--- src/rtl/exhaustive_resp_checker_v_pkg.sv ---
// Shared types and golden truth tables for the exhaustive gate-bench response checker.
package exhaustive_resp_checker_v_pkg;

    // Checker control states.
    typedef enum logic [1:0] {
        ST_IDLE = 2'd0,
        ST_RUN  = 2'd1,
        ST_DONE = 2'd2
    } state_e;

    // Golden outputs: bit k is the expected gate output for input vector k.
    localparam logic [3:0]  TT_OR2 = 4'hE;
    localparam logic [15:0] TT_OR4 = 16'hFFFE;

endpackage

--- src/rtl/exhaustive_resp_checker_v_sat_counter_v.sv ---
// Saturating up-counter with synchronous clear; clear has priority over increment.
module sat_counter_v #(
    parameter int unsigned W = 8
) (
    input  logic         clk_i,
    input  logic         rst_i,
    input  logic         clr_i,
    input  logic         inc_i,
    output logic [W-1:0] cnt_o
);

    localparam logic [W-1:0] CntMax = {W{1'b1}};

    logic [W-1:0] cnt_q;
    logic [W-1:0] cnt_d;

    // Next count: clear, hold at max, or step by one.
    always_comb begin
        cnt_d = cnt_q;
        if (clr_i) begin
            cnt_d = '0;
        end else if (inc_i && (cnt_q != CntMax)) begin
            cnt_d = cnt_q + 1'b1;
        end
    end

    // Counter register with synchronous active-high reset.
    always_ff @(posedge clk_i) begin
        if (rst_i) begin
            cnt_q <= '0;
        end else begin
            cnt_q <= cnt_d;
        end
    end

    assign cnt_o = cnt_q;

endmodule

--- src/rtl/exhaustive_resp_checker_v.sv ---
// Response checker: compares DUT samples against a truth table, tracks coverage,
// counts checks/errors and flags done, pass and timeout.
module exhaustive_resp_checker_v
    import exhaustive_resp_checker_v_pkg::*;
#(
    parameter int unsigned              N_IN        = 4,
    parameter logic [(1 << N_IN)-1:0]   TRUTH_TABLE = TT_OR4,
    parameter int unsigned              CNT_W       = 8,
    parameter int unsigned              TIMEOUT_CYC = 2000
) (
    input  logic              i_clk,
    input  logic              i_rst,
    input  logic              i_start,
    input  logic              i_valid,
    input  logic [N_IN-1:0]   i_vec,
    input  logic              i_f,
    output logic              o_busy,
    output logic              o_done,
    output logic              o_pass,
    output logic              o_timeout,
    output logic              o_cov_full,
    output logic [CNT_W-1:0]  o_chk_cnt,
    output logic [CNT_W-1:0]  o_err_cnt,
    output logic [N_IN-1:0]   o_first_err_vec,
    output logic              o_first_err_valid
);

    localparam int unsigned NPat   = 1 << N_IN;
    localparam int unsigned IdleW  = (TIMEOUT_CYC < 2) ? 1 : $clog2(TIMEOUT_CYC + 1);
    // Idle count at which the next empty RUN cycle reaches TIMEOUT_CYC.
    localparam int unsigned IdleLastI = (TIMEOUT_CYC == 0) ? 0 : TIMEOUT_CYC - 1;
    localparam logic [IdleW-1:0] IdleLast = IdleW'(IdleLastI);

    state_e            state_q, state_d;
    logic [NPat-1:0]   bitmap_q, bitmap_d;
    logic              cov_full_q, cov_full_d;
    logic              timeout_q, timeout_d;
    logic [N_IN-1:0]   first_err_vec_q, first_err_vec_d;
    logic              first_err_valid_q, first_err_valid_d;

    logic              in_run;
    logic              accept;
    logic              exp_f;
    logic              mismatch;
    logic              complete;
    logic              to_fire;
    logic              idle_clr;
    logic [IdleW-1:0]  idle_cnt;
    logic [CNT_W-1:0]  chk_cnt;
    logic [CNT_W-1:0]  err_cnt;

    assign in_run   = (state_q == ST_RUN);
    // A sample coinciding with start is dropped; start clears everything instead.
    assign accept   = in_run && i_valid && !i_start;
    assign exp_f    = TRUTH_TABLE[i_vec];
    assign mismatch = accept && (i_f != exp_f);
    assign complete = accept && (&bitmap_d);
    // An accept in the same cycle always suppresses the timeout.
    assign to_fire  = (TIMEOUT_CYC != 0) && in_run && !i_valid && !i_start
                      && (idle_cnt == IdleLast);
    assign idle_clr = i_start || accept || !in_run;

    sat_counter_v #(
        .W (CNT_W)
    ) u_chk_cnt (
        .clk_i (i_clk),
        .rst_i (i_rst),
        .clr_i (i_start),
        .inc_i (accept),
        .cnt_o (chk_cnt)
    );

    sat_counter_v #(
        .W (CNT_W)
    ) u_err_cnt (
        .clk_i (i_clk),
        .rst_i (i_rst),
        .clr_i (i_start),
        .inc_i (mismatch),
        .cnt_o (err_cnt)
    );

    sat_counter_v #(
        .W (IdleW)
    ) u_idle_cnt (
        .clk_i (i_clk),
        .rst_i (i_rst),
        .clr_i (idle_clr),
        .inc_i (in_run),
        .cnt_o (idle_cnt)
    );

    // Coverage bitmap, first-error capture and sticky timeout next-state.
    always_comb begin
        bitmap_d          = bitmap_q;
        first_err_vec_d   = first_err_vec_q;
        first_err_valid_d = first_err_valid_q;
        timeout_d         = timeout_q;
        if (i_start) begin
            bitmap_d          = '0;
            first_err_vec_d   = '0;
            first_err_valid_d = 1'b0;
            timeout_d         = 1'b0;
        end else begin
            if (accept) begin
                bitmap_d[i_vec] = 1'b1;
            end
            if (mismatch && !first_err_valid_q) begin
                first_err_vec_d   = i_vec;
                first_err_valid_d = 1'b1;
            end
            if (to_fire) begin
                timeout_d = 1'b1;
            end
        end
        cov_full_d = &bitmap_d;
    end

    // Control state transitions.
    always_comb begin
        state_d = state_q;
        unique case (state_q)
            ST_IDLE: if (i_start) state_d = ST_RUN;
            ST_RUN: begin
                if (i_start) begin
                    state_d = ST_RUN;
                end else if (complete || to_fire) begin
                    state_d = ST_DONE;
                end
            end
            ST_DONE: if (i_start) state_d = ST_RUN;
            default: state_d = ST_IDLE;
        endcase
    end

    // State and result registers; reset overrides everything.
    always_ff @(posedge i_clk) begin
        if (i_rst) begin
            state_q           <= ST_IDLE;
            bitmap_q          <= '0;
            cov_full_q        <= 1'b0;
            timeout_q         <= 1'b0;
            first_err_vec_q   <= '0;
            first_err_valid_q <= 1'b0;
        end else begin
            state_q           <= state_d;
            bitmap_q          <= bitmap_d;
            cov_full_q        <= cov_full_d;
            timeout_q         <= timeout_d;
            first_err_vec_q   <= first_err_vec_d;
            first_err_valid_q <= first_err_valid_d;
        end
    end

    assign o_busy            = (state_q == ST_RUN);
    assign o_done            = (state_q == ST_DONE);
    assign o_pass            = o_done && cov_full_q && (err_cnt == '0) && !timeout_q;
    assign o_timeout         = timeout_q;
    assign o_cov_full        = cov_full_q;
    assign o_chk_cnt         = chk_cnt;
    assign o_err_cnt         = err_cnt;
    assign o_first_err_vec   = first_err_vec_q;
    assign o_first_err_valid = first_err_valid_q;

endmodule

--- config.mk ---
export PLATFORM = sky130hd
export DESIGN_NAME = exhaustive_resp_checker_v
export DESIGN_NICKNAME = d
export VERILOG_FILES = /design/src/rtl/exhaustive_resp_checker_v_pkg.sv /design/src/rtl/exhaustive_resp_checker_v_sat_counter_v.sv /design/src/rtl/exhaustive_resp_checker_v.sv
export SDC_FILE = /design/constraint.sdc
export NUM_CORES = 1
export LEC_CHECK = 0
export CAP_MARGIN = 20
export CORE_ASPECT_RATIO = 1.4
export CORE_MARGIN = 5
export CORE_UTILIZATION = 30
export DETAILED_ROUTE_END_ITERATION = 10
export PLACE_DENSITY_LB_ADDON = 0.08
export SLEW_MARGIN = 20
export SYNTH_ARGS = -nofsm -noshare
export SYNTH_HDL_FRONTEND = slang
export SYNTH_SLANG_ARGS = --single-unit
--- constraint.sdc ---
create_clock -name i_clk -period 5.1 [get_ports i_clk]
set_clock_uncertainty 0.15 [all_clocks]
set_input_delay 1.02 -clock i_clk [delete_from_list [all_inputs] [get_ports i_clk]]
set_output_delay 1.02 -clock i_clk [all_outputs]
set_load 0.005 [all_outputs]
==> results of run 1 <==
per-stage QoR:
stage | setup WS, ps | cells | hold slack (ps)
3_5_place_dp | 1500 | 397 | 310
4_1_cts | 1830 | 405 | 333
6_report | 1820 | 405 | 327
2_1_floorplan | 2510 | 274 | 280
3_3_place_gp | 1530 | 397 | 297
5_1_grt | 1700 | 405 | 380
layer usage:
| layer | up-vias | GRT usage, % |
|---|---|---|
| met5 | - | 0 |
| met4 | 0 | 5.28 |
| met3 | 8 | 2.58 |
| met2 | 33 | 20.6 |
| met1 | 922 | 14.8 |
| li1 | 1020 | - |
cells in the mapped netlist, types with 2 or more instances:
cell,instances,area share (%)
a41o_1,3,1.3
nor3_1,4,0.85
inv_1,9,1.4
mux2i_1,7,3.0
a21oi_1,20,4.2
nand4_1,7,1.9
nor4_1,4,1.1
or2_2,2,0.53
a31oi_1,2,0.53
buf_2,5,1.1
xnor2_1,7,2.6
or3_1,2,0.53
nand2_1,14,2.2
nand4b_1,2,0.74
nor2b_1,4,1.1
ha_1,4,2.1
and3_1,6,1.6
and2_1,3,0.79
a32oi_1,3,1.1
and4_1,6,2.2
nor2_1,59,9.4
nand2b_1,4,1.1
nand3_1,6,1.3
a41oi_1,2,0.74
dfxtp_1,52,44
o21ai_0,2,0.42
clkbuf_1,5,0.79
xor2_1,14,5.2
nor3_2,4,1.7
kinds of logic (layout without fill, tap and decap cells):
family,after synthesis,in the layout
buffers and inverters,20,51
multiplexers,8,8
adder cells (fa/ha/maj),4,4
AO/OA/AOI/OAI,39,39
flip-flops,52,52
XOR/XNOR,21,21
AND/OR/NAND/NOR,130,130
worst reg2reg max path, cell delays in order, from the launching register on:
cell	delay [ps]
dfxtp_1	350
nand4bb_1	450
nor3_2	390
a32oi_1	180
nor3_1	270
a41oi_1	180
a32o_1	240
final timing paths:
kind,cells past startpoint,to,start
setup reg to reg,6,state_q[0],state_q[1]
setup / recovery,7,state_q[0],i_start
hold / removal,2,bitmap_q[14],bitmap_q[14]
hold reg to reg,2,bitmap_q[14],bitmap_q[14]
power by group through the flow:
stage,sequential (mW),clock (mW),combinational [mW]
floorplan,0.418,0,0.0273
global placement,0.419,0,0.0443
detailed placement,0.419,0,0.0436
CTS,0.409,0.258,0.0438
global route,0.410,0.277,0.0475
finish,0.409,0.244,0.0430
flip-flops by register name, indices dropped and copies added, names as in the netlist:
register	cells
u_err_cnt.cnt_o	8
u_idle_cnt.cnt_o	11
u_chk_cnt.cnt_o	8
bitmap_q	16
o_first_err_vec	4
o_first_err_valid	1
o_timeout	1
state_q	2
o_cov_full	1
final cells by class:
class	count	area share (%)
Tap cell	100	4.36
Sequential cell	52	36.3
Multi-Input combinational cell	202	43.2
Inverter	9	1.18
Clock buffer	8	3.14
Timing Repair Buffer	34	11.9
==> results_dict.tcl, run 1 <==
set metrics [dict create \
    syn_inst 274 \
    synth_compound_area_share_pct 10.8 \
    end_kind "flop" \
    synth_edf_count 0 \
    setup-violations-final 0 \
    area_growth_pct 21.3 \
    fin_crit_ps 3280 \
    min_path_type "flop to flop" \
    cpPeakStageDelay_ps 530 \
    ys.flop_type "dfxtp_1" \
    netSwitchingFraction_pct 23.2 \
    via_per_inst 4.90 \
    seq_power_share_pct 58.8 \
    synth-async-reset-ratio_pct 0 \
    grt_pass1_wl_um 9630 \
    yosysUniqueCellTypes 41 \
    p_int_mw 0.535 \
    critPathRequiredTime_ps 5150 \
    drc 0 \
    hold_viol 0 \
    wl_met2_um 2690 \
    layout-drive-gt1-share_pct 4.92 \
    power_density_nw_per_um2 243 \
    ir_drop_uv 109 \
    dp_hpwl_um 3940 \
    synth_nets 287 \
    die_h_um 115 \
    crit_fanout 8 \
    post-route-util_pct 37.2 \
    worst-path-buf-inv 1 \
    grt_max_degree 40 \
    crit_family "simple AND/OR/NAND/NOR gates" \
    ys_ff_latch 52 \
    design_area_um2 2870 \
    drtIter0Drc 83 \
    final_cell_mix "nor2_1, dfxtp_1, clkdlybuf4s50_1, a21oi_1" \
    multi_input_area_um2 1240 \
    slew_headroom_pct 51.4 \
    n_antenna_cell 0 \
    row_count 38 \
    fp.dieW_um 85.0 \
    ys.warnings.count 0 \
    wl_met3_um 181 \
    synth_fa_ha_area_share_pct 2.12 \
    p_sw_mw 0.162 \
    clock_latency_ps 300 \
    cts.repair.resized 0 \
    fillers 811 \
    wl_per_cell_um 13.6 \
    synth-xor-area-share_pct 7.78 \
    power_mw 0.696 \
    worst-setup-path-type "input port to flop" \
    overflow 0 \
    highest_layer "met4" \
    vias 1983 \
    startpoint_type "input port" \
    cts_made_buffers 5 \
    fp.coreArea_um2 7700 \
    slew_viol_final 0 \
    fin_tns_setup_ps 0 \
    syn_area_um2 2360 \
    yosys.area_share.simple_pct 28.2 \
    rsz0062_at_grt "false" \
    clk_path_buf_depth 2 \
    worst_ep_arrival_time_ps 3320 \
    clk_pin_slew_worst_paths_ps 90 \
    io_pins 35 \
    tightest_slew_ps 729 \
    first_pass_iters 4 \
    holdBufCountCts 0 \
    cp_slowest_cell "clkdlybuf4s50_1" \
    antenna_left 0 \
    leakagePower_nw 1.03 \
    cts_setup_buffers 0 \
    wl_um 5500 \
    mostFrequentLayoutCell "nor2_1" \
    fmax_mhz 305 \
    die-area_um2 9780 \
    gp_congestion 0.773 \
    syn_area_per_cell_um2 8.63 \
    clock-sinks 52 \
    wl_met1_um 2500 \
    grt_pass1_vias 1975 \
    fin_nets 317 \
    muxShareOfSynthArea_pct 3.44 \
    status "completed" \
    seqCellArea_um2 1040 \
    root_buffer "clkbuf_8" \
    cts_max_level 2 \
    place_area_um2 2780 \
    combPwrFrac_pct 6.2 \
    worstPathCellList "clkdlybuf4s50_1, nand4bb_1, nor3_2, a32oi_1, nor3_1, a41oi_1, a32o_1" \
    post-route-period-util_pct 64.3 \
    numPortBuffers 34 \
    p_clk_share_pct 35.0 \
    ff2ff_setup_slack_ps 2790 \
    drv_cap 0 \
    synth_top_family_by_area "simple AND/OR/NAND/NOR gates" \
    grt_antenna_before_repair 0 \
    yosysSeqAreaShare_pct 44.0 \
    grt_util_all_layers_pct 12.1 \
    start_util_pct 30.7 \
    cts_tree "built" \
]
(Power assumes the default switching activity.)
==> run 2: changes to the inputs <==
- clock period: 5.1 -> 3.3 ns (I/O delays scaled with it)
==> results_dict.tcl, run 2 (synthesized netlist as in run 1, its figures left out) <==
set metrics [dict create \
    status "completed" \
    area_growth_pct 24.8 \
    antenna_left 0 \
    top_register "bitmap_q" \
    drtIter0Drc 57 \
    numPortBuffers 34 \
    cts_tree "built" \
    cts_made_buffers 5 \
    cts_max_level 2 \
    power_mw 1.08 \
    die-area_um2 9780 \
    drc 0 \
    first_pass_iters 4 \
    end_kind "output pin" \
    root_buffer "clkbuf_8" \
    grt_max_degree 38 \
    min_path_type "flop to flop" \
    critPathRequiredTime_ps 2490 \
    gp_congestion 0.744 \
    dp_hpwl_um 4400 \
    power_density_nw_per_um2 365 \
    setup-violations-final 0 \
    grt_pass1_vias 2021 \
    leakagePower_nw 1.08 \
    overflow 0 \
    drv_cap 0 \
    largest_register_ff_count 16 \
    slew_headroom_pct 64.0 \
    slew_viol_final 0 \
    n_antenna_cell 0 \
    fin_tns_setup_ps 0 \
    post-route-util_pct 38.3 \
    row_count 38 \
    fmax_mhz 354 \
    grt_pass1_wl_um 9980 \
    grt_antenna_before_repair 0 \
    worst_ep_arrival_time_ps 2010 \
    rsz0062_at_grt "false" \
    ir_drop_uv 148 \
    final_cell_mix "nor2_1, dfxtp_1, clkdlybuf4s50_1, a21oi_1" \
    cts.repair.resized 0 \
    dp.cells 408 \
    holdBufCountCts 0 \
    post-route-period-util_pct 85.6 \
    io_pins 35 \
    crit_fanout 5 \
    stdcell_count 416 \
    worst-setup-path-type "flop to output pin" \
    grt_util_all_layers_pct 12.5 \
    clk_pin_slew_worst_paths_ps 100 \
    mostFrequentLayoutCell "nor2_1" \
    clk_path_buf_depth 2 \
    hold_viol 0 \
    clock_latency_ps 310 \
    fp.dieW_um 85.0 \
    startpoint_type "flop" \
    vias 2053 \
    clock-sinks 52 \
    fp.coreArea_um2 7700 \
    start_util_pct 30.7 \
    tightest_slew_ps 537 \
    layout-drive-gt1-share_pct 8.54 \
    via_per_inst 4.94 \
    fin_crit_ps 2820 \
    die_h_um 115 \
    cts_setup_buffers 0 \
    wl_um 5950 \
    fin_nets 328 \
    wl_per_cell_um 14.3 \
]
[run 2: changes by cell type in the layout (fill, tap and decap cells not counted), sizes merged]
cell,before,now
clkinv,0,1
buf,0,11
clkinvlp,0,1
clkbuf,8,6
[run 2: cell type report]
type / instances / area [um2]
clock inverters: 2 / 16.3
inverters: 9 / 33.8
clock buffers: 6 / 72.6
fillers: 851 / 4750
repair buffers: 45 / 423
multi-input cells: 202 / 1240
well taps: 100 / 125
flip-flops and latches: 52 / 1040
[run 2: worst max-delay path, stage by stage (launching register included)]
cell and delay (ps):
dfxtp_1 370, inv_1 70, ha_1 130, nor4b_1 250
nand4b_1 150, nor4_1 190, clkdlybuf4s50_1 550
[run 2: metal layers]
layer  GRT usage [%]  vias to the layer above  part of all wire (%)
met3            2.37                        7                   3.9
met1            15.2                      964                    44
met2            21.9                       47                    50
met4            4.44                        0                   2.0
li1                -                     1035                     -
met5               0                        -                     0
[run 2: report_power, final]
group | switching [mW] | internal (mW)
registers | 0.00277 | 0.630
logic | 0.0451 | 0.0312
clock network | 0.216 | 0.151
[run 2: final timing paths]
kind | slack, ps | start | depth (start not counted) | end
max reg2reg | 1230 | u_err_cnt.cnt_o[0] | 7 | u_err_cnt.cnt_o[7]
min | 320 | u_idle_cnt.cnt_o[10] | 2 | u_idle_cnt.cnt_o[10]
min reg2reg | 320 | u_idle_cnt.cnt_o[10] | 2 | u_idle_cnt.cnt_o[10]
max | 480 | u_err_cnt.cnt_o[0] | 6 | o_pass
[run 2: stage by stage]
stage / cell area, um2 / hold WS [ps] / setup slack, ps
floorplan: 2360 / 280 / 1070
global placement: 2860 / 304 / 261
detailed placement: 2860 / 302 / 259
CTS: 2950 / 325 / 446
global route: 2950 / 365 / 219
finish: 2950 / 316 / 477
